==> src/rtl/mem_wb_stage.sv <==
// rtl/mem_wb_stage.sv - MEM/WB pipeline register with stall, flush and forwarding-hit flags
// Optional retire/bubble performance counters are enabled by defining MEMWB_PERF_EN.
module mem_wb_stage #(
  parameter int DATA_W  = 16,
  parameter int REG_AW  = 4,
  parameter int R0_ZERO = 1,
  parameter int CNT_W   = 32
) (
  input  logic              clk,
  input  logic              rst,
  input  logic              stall,
  input  logic              flush,
  input  logic              in_valid,
  input  logic [DATA_W-1:0] in_alu_result,
  input  logic [DATA_W-1:0] in_mem_data,
  input  logic [DATA_W-1:0] in_imm,
  input  logic [DATA_W-1:0] in_pc_plus,
  input  logic [1:0]        in_wb_sel,
  input  logic [REG_AW-1:0] in_rd,
  input  logic              in_reg_write,
  input  logic [REG_AW-1:0] src_a,
  input  logic [REG_AW-1:0] src_b,
  output logic              out_valid,
  output logic [DATA_W-1:0] out_alu_result,
  output logic [DATA_W-1:0] out_mem_data,
  output logic [DATA_W-1:0] out_imm,
  output logic [DATA_W-1:0] out_pc_plus,
  output logic [1:0]        out_wb_sel,
  output logic [REG_AW-1:0] out_rd,
  output logic              out_reg_write,
  output logic              fwd_a_hit,
  output logic              fwd_b_hit,
  output logic [CNT_W-1:0]  retired_count,
  output logic [CNT_W-1:0]  bubble_count
);

  localparam logic R0Z = (R0_ZERO != 0);

  logic              r_valid;
  logic [DATA_W-1:0] r_alu_result;
  logic [DATA_W-1:0] r_mem_data;
  logic [DATA_W-1:0] r_imm;
  logic [DATA_W-1:0] r_pc_plus;
  logic [1:0]        r_wb_sel;
  logic [REG_AW-1:0] r_rd;
  logic              r_reg_write;

  logic w_bubble;
  logic w_load_reg_write;

  // An invalid MEM slot is treated exactly like a flush: the whole bundle zeroes.
  assign w_bubble         = flush | ~in_valid;
  assign w_load_reg_write = in_valid & in_reg_write & ~(R0Z & (in_rd == '0));

  always_ff @(posedge clk) begin
    if (rst || (!stall && w_bubble) || flush) begin
      r_valid      <= 1'b0;
      r_alu_result <= '0;
      r_mem_data   <= '0;
      r_imm        <= '0;
      r_pc_plus    <= '0;
      r_wb_sel     <= 2'b00;
      r_rd         <= '0;
      r_reg_write  <= 1'b0;
    end else if (!stall) begin
      r_valid      <= 1'b1;
      r_alu_result <= in_alu_result;
      r_mem_data   <= in_mem_data;
      r_imm        <= in_imm;
      r_pc_plus    <= in_pc_plus;
      r_wb_sel     <= in_wb_sel;
      r_rd         <= in_rd;
      r_reg_write  <= w_load_reg_write;
    end
  end

  assign out_valid      = r_valid;
  assign out_alu_result = r_alu_result;
  assign out_mem_data   = r_mem_data;
  assign out_imm        = r_imm;
  assign out_pc_plus    = r_pc_plus;
  assign out_wb_sel     = r_wb_sel;
  assign out_rd         = r_rd;
  assign out_reg_write  = r_reg_write;

  assign fwd_a_hit = r_valid & r_reg_write & (r_rd == src_a) & ~(R0Z & (src_a == '0));
  assign fwd_b_hit = r_valid & r_reg_write & (r_rd == src_b) & ~(R0Z & (src_b == '0));

`ifdef MEMWB_PERF_EN
  logic [CNT_W-1:0] r_retired_count;
  logic [CNT_W-1:0] r_bubble_count;

  // Counters account for whatever leaves WB on a non-stalled edge and saturate.
  always_ff @(posedge clk) begin
    if (rst) begin
      r_retired_count <= '0;
      r_bubble_count  <= '0;
    end else if (!stall) begin
      if (r_valid && (r_retired_count != '1))
        r_retired_count <= r_retired_count + 1'b1;
      if (!r_valid && (r_bubble_count != '1))
        r_bubble_count <= r_bubble_count + 1'b1;
    end
  end

  assign retired_count = r_retired_count;
  assign bubble_count  = r_bubble_count;
`else
  assign retired_count = '0;
  assign bubble_count  = '0;
`endif

endmodule

==> config.mk <==
export PLATFORM = sky130hd
export DESIGN_NAME = mem_wb_stage
export DESIGN_NICKNAME = d
export VERILOG_FILES = /design/src/rtl/mem_wb_stage.sv
export SDC_FILE = /design/constraint.sdc
export NUM_CORES = 1
export LEC_CHECK = 0
export ABC_AREA = 1
export BUFFER_PORTS_ARGS = -buffer_cell sky130_fd_sc_hd__buf_4
export CAP_MARGIN = 5
export CELL_PAD_IN_SITES_DETAIL_PLACEMENT = 0
export CELL_PAD_IN_SITES_GLOBAL_PLACEMENT = 1
export CORE_MARGIN = 5
export CORE_UTILIZATION = 27
export DETAILED_ROUTE_END_ITERATION = 10
export GPL_ROUTABILITY_DRIVEN = 1
export PLACE_DENSITY = 0.87
export SYNTH_ARGS = -nofsm -noshare
export SYNTH_HDL_FRONTEND = slang
export SYNTH_SLANG_ARGS = --single-unit
==> constraint.sdc <==
create_clock -name clk -period 1.05 [get_ports clk]
set_input_delay 0.0525 -clock clk [delete_from_list [all_inputs] [get_ports clk]]
set_output_delay 0.0525 -clock clk [all_outputs]
set_load 0.02 [all_outputs]
==> summary.md, run 1 <==
| Metric | Value |
|---|---|
| Skew final | `0 ns` |
| Worst setup SP type | `flop` |
| Yosys top cell area share | `45.0%` |
| Number of global-route vias before repair | `3,354` |
| Hold crit path type | `input port to flop` |
| Final Non-Filler Cells | `802` |
| Placed insts | `712` |
| Detail Route Antenna Nets | `0` |
| Final nets | `738` |
| DR iter-0 viols | `158` |
| H-tree levels | `3` |
| Number of synthesized flops with an enable pin | `0` |
| Prevailing post-synth register cell | `dfxtp_1` |
| MaxCap Viol Count | `0` |
| Worst EP arrival | `1.23 ns` |
| Pre-CTS WS | `0.0812 ns` |
| P&R area growth vs syn | `66.7%` |
| Final Util | `46.3%` |
| Post-route DRC | `0` |
| Cell Pwr Density | `1360 nW/µm²` |
| Rows | `39` |
| Clock Pin Slew Worst Setup and Hold Paths | `0.05 ns` |
| Post-synth top area cell | `dfxtp_1` |
| Post-Syn Area | `3200 µm²` |
| Die Wd | `119 µm` |
| Final Hold Fails | `0` |
| Detailed-route wire length | `10,300 µm` |
| Failing checks | `negative setup slack` |
| Syn_area_per_cell | `7.46 µm²` |
| Largest cells by area after synthesis | `dfxtp_1, nand2_1, buf_4, a21oi_1, buf_6` |
| CTS Buffer Depth | `2` |
| Total track usage | `14.3%` |
| Sequential share of the synthesized area | `45.0%` |
| DIE HEIGHT | `119 µm` |
| Worst skew pair latency | `0.33 ns` |
| Crit path kind | `flop to output port` |
| Worst Path Required | `1.00 ns` |
| RSZ-0062 raised after global routing | `true` |
| Routed WL per cell | `12.9 µm` |
| YS warnings | `0` |
| Routability congestion estimate | `0.890` |
| Number of buffers created by CTS | `9` |
| Initial antenna violation count | `0` |
| Seq cells post-synth | `72` |
| First-pass DRT Iterations | `4` |
| Worst-path maximum fanout | `5` |
| Post-Synthesis Cells | `429` |
| CTS tree | `built` |
| Diode count | `0` |
| Core Region | `11,500 µm²` |
| Gr ovfl total | `0` |
| Max Slew Vio Count | `0` |
| Worst setup margin | `-0.228 ns` |
| Final Cycle Share | `122%` |
| Starting Density | `27.8%` |
| Total Power | `7.27 mW` |
| Synth cell count leaders | `nand2_1, a21oi_1, dfxtp_1` |
| Setup tns final | `-0.449 ns` |
| Peak supply drop | `964 µV` |
| Root Buffer | `clkbuf_16` |
| Vias per Instance | `4.18` |
| LEAKAGE | `2.52 nW` |
| Layout cell share with drive strength beyond 1 | `30.0%` |
| Crit. End Element | `output port` |
| # port buffers | `157` |
| First-pass GRT wire length | `16,300 µm` |
| Distinct cell type count after synthesis | `12` |
| # setup viols final | `2` |
| Clock sinks | `72` |
| Final min period | `1.28 ns` |
| Cell with the most instances after synthesis | `nand2_1` |
| Status | `finished with violations` |
| I/O pin cnt | `222` |
| DIE AREA | `14,100 µm²` |
| Post-synth ARST share | `0%` |
| Via Count | `3,353` |
| Final HPWL DP | `6850 µm` |
| Largest net degree at the start of global routing | `41` |
| Max Fclk | `782 MHz` |
flip-flops by register name, indices dropped and copies added, names as in the netlist:
| register | cells |
|---|---|
| out_imm | 16 |
| out_alu_result | 16 |
| out_reg_write | 1 |
| out_valid | 1 |
| out_rd | 4 |
| out_pc_plus | 16 |
| out_mem_data | 16 |
| out_wb_sel | 2 |
cells in the final DEF, fill, tap and decap left out:
master / instances
clkbuf_1: 1
inv_1: 9
dlygate4sd3_1: 70
a21oi_1: 73
bufinv_16: 1
nand2_1: 167
dfxtp_4: 2
nor2_1: 10
dfxtp_2: 4
o21ai_4: 1
nor2_2: 2
clkinv_2: 1
buf_12: 4
nand3_1: 1
clkbuf_8: 4
dfxtp_1: 66
inv_2: 5
conb_1: 64
clkbuf_16: 9
buf_6: 3
buf_4: 160
nand2_2: 2
timing repair:
| action | CTS | global route |
|---|---|---|
| cloned | 0 | 0 |
| endpoints found under the setup margin | 2 | 3 |
| pin swaps | 3 | 7 |
| buffers inserted | 4 | 0 |
| resized for setup | 5 | 9 |
| hold endpoints to repair | 70 | 0 |
| hold buffers | 70 | 0 |
critical path: stages, from the launching register on:
cell     delay, ns
dfxtp_4       0.37
inv_2         0.04
nand2_1       0.06
nand2_1       0.06
nor2_1        0.08
nand2_1       0.07
nor2_2        0.10
buf_6         0.12
final cells by class:
| type | count | area (µm²) |
|---|---|---|
| multi-input cells | 320 | 1320 |
| clock buffers | 14 | 284 |
| clock inverters | 2 | 35.0 |
| repair buffers | 237 | 2020 |
| fillers | 1151 | 6180 |
| flip-flops and latches | 72 | 1450 |
| well taps | 143 | 179 |
| inverters | 14 | 52.6 |
cell families (layout without fill, tap and decap cells):
logic type / after synthesis / in the layout / synth area share (%)
flip-flops: 72 / 72 / 45.0
buffers and inverters: 100 / 267 / 21.5
AO/OA/AOI/OAI: 74 / 74 / 11.9
other: 1 / 64 / 0.117
AND/OR/NAND/NOR: 182 / 182 / 21.4
where the power goes:
part	leakage [nW]	switching (mW)	internal, mW
Sequential	0.588	0.0433	2.80
Clock	0.159	1.10	2.09
Combinational	1.78	0.662	0.569
through the flow:
step,hold WS (ns),area (µm²)
after global placement,0.305,4260
after detailed placement,0.311,4260
final,0.0610,5340
after floorplan,0.186,3450
after CTS,0.0415,5320
after global routing,0.0694,5340
per-layer routing:
layer / wire length, µm / part of all wire [%] / track usage, %
met1: 3840 / 37 / 14.6
met2: 5410 / 52 / 26.6
met3: 856 / 8.3 / 4.74
met4: 210 / 2.0 / 6.44
met5: 0 / 0 / 0
final timing paths:
path                                                      end  slack (ns)  cells past startpoint                     startpoint
worst max-delay path                                fwd_a_hit       -0.23                      7         out_rd[2]$_SDFFE_PP0N_
worst min-delay path               out_reg_write$_SDFFE_PP0N_        0.06                      5                   in_reg_write
worst max register to register         out_rd[0]$_SDFFE_PP0N_        0.33                      3         out_rd[0]$_SDFFE_PP0N_
worst min register to register  out_mem_data[13]$_SDFFE_PP0N_        0.46                      2  out_mem_data[13]$_SDFFE_PP0N_
Power figures use the tool's default switching activity.
==> inputs of run 2 (changes only) <==
--- a/config.mk
+++ b/config.mk
@@ -11,10 +11,11 @@
 export CELL_PAD_IN_SITES_DETAIL_PLACEMENT = 0
 export CELL_PAD_IN_SITES_GLOBAL_PLACEMENT = 1
 export CORE_MARGIN = 5
-export CORE_UTILIZATION = 27
+export CORE_UTILIZATION = 28
+export CTS_BUF_LIST = sky130_fd_sc_hd__clkbuf_8
 export DETAILED_ROUTE_END_ITERATION = 10
 export GPL_ROUTABILITY_DRIVEN = 1
-export PLACE_DENSITY = 0.87
+export PLACE_DENSITY = 0.9
 export SYNTH_ARGS = -nofsm -noshare
 export SYNTH_HDL_FRONTEND = slang
 export SYNTH_SLANG_ARGS = --single-unit
==> run 2 against run 1 <==
The flow still finishes with violations (negative setup slack). Critical path depth is the same. Global-route usage is essentially flat. Maximum frequency shrank 2.1%. Wire length shrank 1.7%. Count of clock-buffer cells in the layout shrank 5. Hold slack lost 0.018 ns. Clock skew is the same. Via count shrank 0.98%. Critical endpoint unchanged.
==> summary.md, run 2 (synthesis gave the netlist of run 1 again) <==
| Metric | Value |
|---|---|
| Cell repeated most along the worst path | `nand2_1` |
| Detailed-route wire length | `10,100 µm (-1.7%)` |
| Peak supply drop | `691 µV (-28%)` |
| LEAKAGE | `2.47 nW (-2.0%)` |
| # port buffers | `157 (unchanged)` |
| Final Cycle Share | `124% (+2.6 points)` |
| Total Power | `6.72 mW (-7.6%)` |
| Flop-to-flop setup slack | `0.36 ns (+0.03 ns)` |
| Root Buffer | `clkbuf_8` |
| Gr ovfl total | `0 (unchanged)` |
| Commonest non-fill, non-tap cells in the layout | `nand2_1, buf_4, a21oi_1` |
| Commonest non-fill, non-tap cell in the layout | `nand2_1` |
| Clock sinks | `72 (unchanged)` |
| First-pass GRT wire length | `15,600 µm (-4.1%)` |
| RSZ-0062 raised after global routing | `true` |
| Worst Path Required | `1.00 ns (about the same)` |
| Failing checks | `negative setup slack` |
| Worst skew pair latency | `0.34 ns (about the same)` |
| Max Fclk | `766 MHz (-2.1%)` |
| Status | `finished with violations` |
| Worst setup margin | `-0.255 ns (-0.0269 ns)` |
| Cell Pwr Density | `1280 nW/µm² (-5.8%)` |
| Largest net degree at the start of global routing | `49 (+20%)` |
| Area after DPL | `4260 µm² (-0.12%)` |
| Hold crit path type | `input port to flop` |
| Final min period | `1.31 ns (+0.0269 ns)` |
| Max Slew Vio Count | `0 (unchanged)` |
| Starting Density | `28.3% (+0.48 points)` |
| Final Hold Fails | `0 (unchanged)` |
| Worst EP arrival | `1.25 ns (+0.02 ns)` |
| Final nets | `736 (-0.27%)` |
| Post-route DRC | `0 (unchanged)` |
| Worst setup SP type | `flop` |
| DIE HEIGHT | `117 µm (-1.6%)` |
| Die Wd | `117 µm (-1.6%)` |
| MaxCap Viol Count | `0 (unchanged)` |
| I/O pin cnt | `222 (unchanged)` |
| CTS tree | `built` |
| DIE AREA | `13,700 µm² (-3.3%)` |
| Setup tns final | `-0.493 ns (-0.0443 ns)` |
| Via Count | `3,320 (-0.98%)` |
| Clock Pin Slew Worst Setup and Hold Paths | `0.07 ns (+0.02 ns)` |
| CTS Buffer Depth | `2 (unchanged)` |
| DR iter-0 viols | `124 (-22%)` |
| Final HPWL DP | `6980 µm (+1.9%)` |
| Skew final | `0 ns (unchanged)` |
| Diode count | `0 (unchanged)` |
| Routed wl met3 | `816 µm (-4.7%)` |
| Crit. End Element | `output port` |
| Crit path kind | `flop to output port` |
| Number of buffers created by CTS | `9 (unchanged)` |
| P&R area growth vs syn | `63.6%` |
| Total track usage | `14.4% (+0.046 points)` |
| H-tree levels | `3 (unchanged)` |
| Core Region | `11,300 µm² (-1.7%)` |
| Layout cell share with drive strength beyond 1 | `30.0% (-0.061 points)` |
| First-pass DRT Iterations | `4 (unchanged)` |
| Crit-path cells | `inv_2 -> nand2_1 -> nand2_1 -> nor2_1 -> nand2_1 -> nor2_2 -> buf_6` |
| Initial antenna violation count | `0 (unchanged)` |
| M1 WL | `3610 µm (-6.1%)` |
| Detail Route Antenna Nets | `0 (unchanged)` |
| Rows | `39 (unchanged)` |
| Slowest CP cell | `dfxtp_4` |
| Final instance area | `5240 µm² (-1.9%)` |
| WP buf/inv | `2 (unchanged)` |
| Worst-path maximum fanout | `5 (unchanged)` |
| Routability congestion estimate | `0.874 (-1.9%)` |
| Routed WL per cell | `12.7 µm (-1.4%)` |
| Top routing layer in use | `met4` |
| # setup viols final | `2 (unchanged)` |
| Worst path max stage delay | `0.37 ns (about the same)` |
| Vias per Instance | `4.15 (-0.74%)` |
| Top delay family on crit path | `simple AND/OR/NAND/NOR gates` |
| Detailed-routed wire length on met2 | `5540 µm (+2.4%)` |
| Number of global-route vias before repair | `3,246 (-3.2%)` |
run 2: per-stage QoR:
step	hold slack (ns)	instances	utilization (%)	setup slack, ns
floorplan	0.186	492	-	0.0513
global placement	0.305	713	37.6	0.122
detailed placement	0.315	713	37.6	0.0663
CTS	0.0111	799	46.0	-0.298
global route	0.0714	800	46.3	-0.384
finish	0.0428	800	46.3	-0.255
run 2: repair_timing:
action,CTS,global route
setup endpoints to repair,2,3
setup buffers,0,1
gates cloned,0,0
pin swaps,0,6
hold buffers,70,0
hold endpoints to repair,70,0
resized for setup,5,11
run 2: layout make-up:
type                       instances  area (µm²)
tap                              143         179
inverter                          14        55.1
sequential                        72        1460
fill                            1118        6080
multi-input combinational        320        1320
timing repair buffer             235        1980
clock inverter                     7         120
clock buffer                       9         124
run 2: tightest hold or removal path, stage by stage:
cell	delay (ns)
buf_4	0.11
inv_1	0.04
nor2_1	0.04
nand2_1	0.04
a21oi_1	0.05
run 2: path summary, 6_finish.rpt:
kind | from | end | cells after the start
max reg2reg | out_reg_write$_SDFFE_PP0N_ | out_reg_write$_SDFFE_PP0N_ | 3
max | out_rd[1]$_SDFFE_PP0N_ | fwd_a_hit | 7
min | in_reg_write | out_reg_write$_SDFFE_PP0N_ | 5
min reg2reg | out_alu_result[9]$_SDFFE_PP0N_ | out_alu_result[9]$_SDFFE_PP0N_ | 2
run 2: layer usage:
| metal | vias to the layer above | global-route usage [%] |
|---|---|---|
| met5 | - | 0 |
| met4 | 0 | 4.74 |
| met3 | 21 | 4.58 |
| met2 | 140 | 26.6 |
| met1 | 1505 | 15.4 |
| li1 | 1654 | - |
run 2: power breakdown:
part | switching [mW] | total [mW] | internal [mW]
registers | 0.0449 | 2.84 | 2.80
clock network | 1.08 | 2.66 | 1.59
logic | 0.654 | 1.22 | 0.562
